<file path="config.mk">
export PLATFORM = sky130hd
export DESIGN_NAME = tiny_host_ctrl
export DESIGN_NICKNAME = d
export VERILOG_FILES = /design/src/rtl/tiny_host_ctrl.sv
export SDC_FILE = /design/constraint.sdc
export NUM_CORES = 1
export LEC_CHECK = 0
export BUFFER_PORTS_ARGS = -buffer_cell sky130_fd_sc_hd__buf_2
export CAP_MARGIN = 20
export CORE_MARGIN = 1
export CORE_UTILIZATION = 55
export DETAILED_ROUTE_END_ITERATION = 10
export GPL_ROUTABILITY_DRIVEN = 0
export PLACE_DENSITY = 0.79
export SYNTH_ARGS = -nofsm -noshare
export SYNTH_HDL_FRONTEND = slang
export SYNTH_SLANG_ARGS = --single-unit
</file>
<file path="constraint.sdc">
create_clock -name clk -period 66 [get_ports clk]
set_input_delay 13.2 -clock clk [delete_from_list [all_inputs] [get_ports clk]]
set_output_delay 13.2 -clock clk [all_outputs]
set_load 0.005 [all_outputs]
</file>
<file path="src/rtl/tiny_host_ctrl.sv">
// -----------------------------------------------------------------------------
// tiny_host_ctrl
//
// Host-side sequencer for the tiny pairing core. It converts a 32-bit
// valid/ready host stream into whole-element accesses on the core's 198-bit
// RAM port, and runs the core's start/finish handshake. This block is the only
// driver of the core's reset and RAM port.
//
// Host command beats (taken in IDLE; host_addr is latched on the command beat):
//   WRITE (0) : this beat plus NB-1 more data beats, least-significant word
//               first, then one core RAM write
//   READ  (1) : one core RAM read, returned as NB rsp beats, LS word first
//   START (2) : pulse the core reset, then wait for core_done or timeout
//   3         : reserved; the beat is consumed and nothing happens
//
// Ports:
//   clk, reset           system clock, synchronous active-high reset
//   host_valid/ready     host command/data beat handshake
//   host_cmd/addr/wdata  command, core RAM address, write data beat
//   rsp_valid/ready      read response beat handshake
//   rsp_data             read response beat (held while stalled)
//   busy                 high in every state except IDLE
//   run_done, run_err    sticky run status, cleared by the next START
//   core_reset           core reset; its falling edge starts a run
//   core_sel             1 = host owns the core RAM port, 0 = core owns it
//   core_addr/w/data     core RAM address, write enable, write data
//   core_out             core RAM read data, one cycle after the address
//   core_done            core finished its computation
//
// Latencies (counted in rising edges after the edge that takes the command
// beat): the core write is driven for the cycle after the last WRITE beat,
// rsp_valid rises on the 2nd edge after a READ beat, and core_reset falls on
// the edge that ends the single KICK cycle following a START beat.
// -----------------------------------------------------------------------------
module tiny_host_ctrl #(
   parameter int HW  = 32,
   parameter int DW  = 198,
   parameter int AW  = 7,
   parameter int NB  = (DW + HW - 1) / HW,
   parameter int TMO = 1048576
) (
   input  logic          clk,
   input  logic          reset,
   input  logic          host_valid,
   output logic          host_ready,
   input  logic [1:0]    host_cmd,
   input  logic [AW-1:0] host_addr,
   input  logic [HW-1:0] host_wdata,
   output logic          rsp_valid,
   input  logic          rsp_ready,
   output logic [HW-1:0] rsp_data,
   output logic          busy,
   output logic          run_done,
   output logic          run_err,
   output logic          core_reset,
   output logic          core_sel,
   output logic [AW-1:0] core_addr,
   output logic          core_w,
   output logic [DW-1:0] core_data,
   input  logic [DW-1:0] core_out,
   input  logic          core_done
);

   localparam int BUFW = NB * HW;
   localparam int BW   = $clog2(NB + 1);
   localparam int CW   = (TMO > 1) ? $clog2(TMO) : 1;

   typedef enum logic [2:0] {
      S_IDLE, S_LOAD, S_WR, S_RD, S_CAP, S_SEND, S_KICK, S_RUN
   } state_t;

   typedef enum logic [1:0] {
      CMD_WRITE = 2'd0,
      CMD_READ  = 2'd1,
      CMD_START = 2'd2,
      CMD_RSVD  = 2'd3
   } cmd_t;

   state_t          state_q;
   logic [BW-1:0]   beat_q;
   logic [CW-1:0]   tmo_q;
   logic [BUFW-1:0] buf_q;

   logic            host_ready_q, rsp_valid_q, busy_q, run_done_q, run_err_q;
   logic            core_reset_q, core_sel_q, core_w_q;
   logic [HW-1:0]   rsp_data_q;
   logic [AW-1:0]   core_addr_q;
   logic [DW-1:0]   core_data_q;

   logic            host_fire, rsp_fire, last_beat;
   logic [BUFW-1:0] buf_wr, out_ext;

   assign host_fire = host_valid & host_ready_q;
   assign rsp_fire  = rsp_valid_q & rsp_ready;
   assign last_beat = (beat_q == BW'(NB - 1));

   // The read element is zero-extended to whole beats, so the unused top bits
   // of the last response word always read as 0.
   assign out_ext = {{(BUFW - DW){1'b0}}, core_out};

   // Shift buffer with the current beat merged in at word beat_q. Bits of the
   // last word above DW are kept here but never reach core_data.
   // NOTE: every signal written in always_comb gets a full default first, so
   // no path leaves it unassigned and no latch is inferred.
   always_comb begin
      buf_wr = buf_q;
      buf_wr[int'(beat_q) * HW +: HW] = host_wdata;
   end

   // NOTE: state and registered outputs use non-blocking assignments so every
   // register samples the pre-edge values, independent of statement order.
   always_ff @(posedge clk) begin
      if (reset) begin
         // NOTE: buf_q is a pure data buffer and is deliberately not reset; it
         // is always fully written before any of its contents are used.
         state_q      <= S_IDLE;
         beat_q       <= '0;
         tmo_q        <= '0;
         host_ready_q <= 1'b0;
         rsp_valid_q  <= 1'b0;
         rsp_data_q   <= '0;
         busy_q       <= 1'b0;
         run_done_q   <= 1'b0;
         run_err_q    <= 1'b0;
         core_reset_q <= 1'b1;
         core_sel_q   <= 1'b1;
         core_addr_q  <= '0;
         core_w_q     <= 1'b0;
         core_data_q  <= '0;
      end else begin
         case (state_q)
            S_IDLE: begin
               host_ready_q <= 1'b1;
               if (host_fire) begin
                  core_addr_q <= host_addr;
                  case (cmd_t'(host_cmd))
                     CMD_WRITE: begin
                        buf_q   <= buf_wr;      // beat_q is 0 here: word 0
                        beat_q  <= BW'(1);
                        busy_q  <= 1'b1;
                        state_q <= S_LOAD;
                     end
                     CMD_READ: begin
                        host_ready_q <= 1'b0;
                        busy_q       <= 1'b1;
                        state_q      <= S_RD;
                     end
                     CMD_START: begin
                        host_ready_q <= 1'b0;
                        busy_q       <= 1'b1;
                        core_sel_q   <= 1'b0;   // hand the RAM to the core
                        state_q      <= S_KICK;
                     end
                     default: ;                 // reserved: consumed, no action
                  endcase
               end
            end

            S_LOAD: begin
               if (host_fire) begin
                  buf_q <= buf_wr;
                  if (last_beat) begin
                     beat_q       <= '0;
                     host_ready_q <= 1'b0;
                     core_w_q     <= 1'b1;
                     core_data_q  <= buf_wr[DW-1:0];
                     state_q      <= S_WR;
                  end else begin
                     beat_q <= beat_q + 1'b1;
                  end
               end
            end

            S_WR: begin
               core_w_q     <= 1'b0;
               host_ready_q <= 1'b1;
               busy_q       <= 1'b0;
               state_q      <= S_IDLE;
            end

            // The address is presented during RD; the RAM returns the data
            // one cycle later, during CAP.
            S_RD: state_q <= S_CAP;

            S_CAP: begin
               buf_q       <= out_ext;
               rsp_data_q  <= out_ext[HW-1:0];
               rsp_valid_q <= 1'b1;
               beat_q      <= '0;
               state_q     <= S_SEND;
            end

            S_SEND: begin
               if (rsp_fire) begin
                  if (last_beat) begin
                     rsp_valid_q  <= 1'b0;
                     beat_q       <= '0;
                     host_ready_q <= 1'b1;
                     busy_q       <= 1'b0;
                     state_q      <= S_IDLE;
                  end else begin
                     beat_q     <= beat_q + 1'b1;
                     rsp_data_q <= buf_q[(int'(beat_q) + 1) * HW +: HW];
                  end
               end
            end

            S_KICK: begin
               core_reset_q <= 1'b0;
               run_done_q   <= 1'b0;
               run_err_q    <= 1'b0;
               tmo_q        <= '0;
               state_q      <= S_RUN;
            end

            S_RUN: begin
               if (core_done || tmo_q == CW'(TMO - 1)) begin
                  // done wins over a timeout expiring in the same cycle
                  run_done_q   <= core_done;
                  run_err_q    <= ~core_done;
                  core_reset_q <= 1'b1;
                  core_sel_q   <= 1'b1;
                  host_ready_q <= 1'b1;
                  busy_q       <= 1'b0;
                  state_q      <= S_IDLE;
               end else begin
                  tmo_q <= tmo_q + 1'b1;
               end
            end

            default: state_q <= S_IDLE;
         endcase
      end
   end

   assign host_ready = host_ready_q;
   assign rsp_valid  = rsp_valid_q;
   assign rsp_data   = rsp_data_q;
   assign busy       = busy_q;
   assign run_done   = run_done_q;
   assign run_err    = run_err_q;
   assign core_reset = core_reset_q;
   assign core_sel   = core_sel_q;
   assign core_addr  = core_addr_q;
   assign core_w     = core_w_q;
   assign core_data  = core_data_q;

endmodule

</file>
==> results.json <==
{
  "cts_resized": 0,
  "io_pins": 489,
  "finalSetupViolCount": 0,
  "yosysMostFrequentCell": "nor2_1",
  "p_seq_share_pct": 46.1,
  "cts_buffer_depth": 3,
  "maxCapViolCount": 0,
  "grt_start_max_net_pins": 114,
  "post-place-ws_ns": 49.56,
  "min_period_over_period_pct": 24.0,
  "synthTopCellsByArea": "edfxtp_1, dfxtp_1, mux2i_1, nor2_1, a211oi_1",
  "synth-seq-area-share_pct": 52.1,
  "worstPathArrival_ns": 16.07,
  "cts_root_buffer": "clkbuf_16",
  "die_area_sq_um": 43200,
  "grt_usage_pct": 33.8,
  "synth-main-ff-cell": "dfxtp_1",
  "cts_sinks": 495,
  "cts_max_level": 2,
  "setup-tns-final_ns": 0,
  "finalMaxSlewViolations": 0,
  "cpPeakStageDelay_ns": 0.98,
  "outcome": "complete, no violations",
  "drc": 0,
  "syn-instance-count": 2314,
  "die_w_um": 208,
  "synth_edf_count": 224,
  "antenna_found_initial": 8,
  "cts_hold_buf": 0,
  "firstDrtPassIters": 6,
  "p_sw_share_pct": 27.4,
  "synth_top_area_share_pct": 28.9,
  "fin_nets": 2948,
  "ys_warn_count": 0,
  "synth_common_cells": "nor2_1, a21oi_1, dfxtp_1",
  "p_leak_nw": 10.2,
  "drive_above_1_share_pct": 24.0,
  "p_int_mw": 0.555,
  "clk_latency_ns": 0.60,
  "tightest_slew_ns": 1.20,
  "detail-route-antenna-nets": 0,
  "fin_worst_hold_slack_ns": 0.445,
  "num_rows": 75,
  "powerDensity_nw_per_um2": 27.7,
  "slew_headroom_pct": 19.8,
  "die_h_um": 208,
  "min_period_ns": 15.86,
  "p_sw_mw": 0.210,
  "slowest_stage": "buf_4",
  "crit_chain": "buf_2, inv_1, ha_1, o211ai_1, a2111oi_2, buf_4, buf_4",
  "drt_iter0_drc": 2196,
  "cp.required_ns": 66.21,
  "clock_skew_ns": 0.0166,
  "grt_overflow_total": 0,
  "cts_buffers": 51,
  "io_buffers": 488,
  "vias_per_cell": 6.21,
  "final_util_pct": 66.0,
  "cp-start-kind": "primary input",
  "clkPwrFrac_pct": 37.8,
  "clkTransAtPathRegs_ns": 0.06,
  "worst_path_most_repeated_cell": "buf_4",
  "rsz0062_at_grt": "no",
  "core_sq_um": 41900,
  "syn_nets": 2570,
  "fmax_mhz": 63.1,
  "routedWlPerCell_um": 22.8,
  "fin_ws_ns": 50.14,
  "hp-class": "flip-flop to flip-flop",
  "crit_type": "primary input to flip-flop",
  "grt_first_pass_wirelength_um": 114000,
  "totalWireLength_um": 74700,
  "yosysTopAreaCell": "edfxtp_1",
  "finalHoldViolCount": 0,
  "peakVddDrop_v": 0.0000246,
  "synth_seq_cells": 495,
  "post_cts_buffers": 0,
  "setup.worst_path.end_class": "flip-flop",
  "fin_area_sq_um": 27600,
  "grt_pass1_vias": 19280,
  "start_util_pct": 55.7,
  "netlist_area_sq_um": 23300,
  "path_max_fanout": 80,
  "cts_tree": "done",
  "async_flop_share_pct": 0,
  "place_area_sq_um": 25900,
  "area_growth_pct": 18.5,
  "pwr-share-comb_pct": 16.1,
  "yosysUniqueCellTypes": 57,
  "via_count": 20378,
  "synth_area_per_cell_sq_um": 10.1,
  "hpwl_um": 48500
}
## logic make-up after synthesis
family | count (synthesis) | synth area share [%]
AOI/OAI and AO/OA | 586 | 16.0
xor gates and xnor gates | 6 | 0.225
adders and majority gates | 12 | 0.644
buffers and inverters | 207 | 3.73
DFF | 495 | 52.1
muxes | 270 | 13.3
and+or+nand+nor | 738 | 13.9
## flip-flops by register name, summed over array words and instances (netlist names), 3 cells and up
signal     flops
buf_q        224
core_addr      7
state_q        3
beat_q         3
core_data    198
tmo_q         20
rsp_data      32
## per-layer routing
layer | part of all wire (%) | track usage (%) | vias up
met1 | 40 | 46.1 | 9774
met4 | 4.6 | 16.7 | 0
met3 | 9.4 | 5.73 | 205
met5 | 0 | 0 | -
li1 | - | - | 9171
met2 | 46 | 52.3 | 1228
## path summary, 6_finish.rpt
kind | startpoint | to | slack [ns] | cells after the start
worst min register to register | core_reset$_SDFFE_PP1P_ | core_reset$_SDFFE_PP1P_ | 0.45 | 1
worst max register to register | beat_q[0]$_SDFFE_PP0P_ | buf_q[87]$_DFFE_PP_ | 61.43 | 8
worst max-delay path | host_cmd[0] | buf_q[111]$_DFFE_PP_ | 50.14 | 7
worst min-delay path | core_reset$_SDFFE_PP1P_ | core_reset$_SDFFE_PP1P_ | 0.45 | 1
## placed cells by master (no fill, tap or decap), types with 12 or more instances in the layout
| cell type | instances |
|---|---|
| a211oi_1 | 204 |
| dfxtp_1 | 269 |
| clkbuf_1 | 12 |
| nor2_1 | 428 |
| nand3_1 | 14 |
| nor2b_1 | 33 |
| buf_2 | 487 |
| mux2i_1 | 238 |
| clkbuf_16 | 52 |
| mux4_2 | 32 |
| and2_1 | 64 |
| inv_1 | 12 |
| buf_4 | 27 |
| edfxtp_1 | 224 |
| a21oi_1 | 275 |
| o211ai_1 | 68 |
| nand2_1 | 139 |
## power groups by stage
stage | registers [mW] | clock network [mW] | logic, mW
floorplan | 0.371 | 0 | 0.0852
global placement | 0.358 | 0 | 0.119
detailed placement | 0.358 | 0 | 0.121
CTS | 0.352 | 0.289 | 0.122
global route | 0.354 | 0.302 | 0.133
finish | 0.352 | 0.289 | 0.123
## through the flow
step	cells	power, mW
after global routing	3278	0.788
after CTS	3270	0.764
after global placement	3176	0.476
after detailed placement	3176	0.480
final	3281	0.764
after floorplan	2314	0.456
## worst max-delay path, delay by kind of cell
family	cells	cell delay [ns]
buffers and inverters	4	2.09
AO/OA/AOI/OAI	2	0.52
adder cells (fa/ha/maj)	1	0.19
## layout make-up
cell class / instances / area [sq um]
clock inverters: 22 / 194
well taps: 539 / 674
flip-flops and latches: 495 / 12200
multi-input cells: 1612 / 10400
inverters: 15 / 56.3
clock buffers: 72 / 1460
fillers: 3317 / 14200
repair buffers: 517 / 2710
diodes: 9 / 22.5
Power figures use the tool's default switching activity.
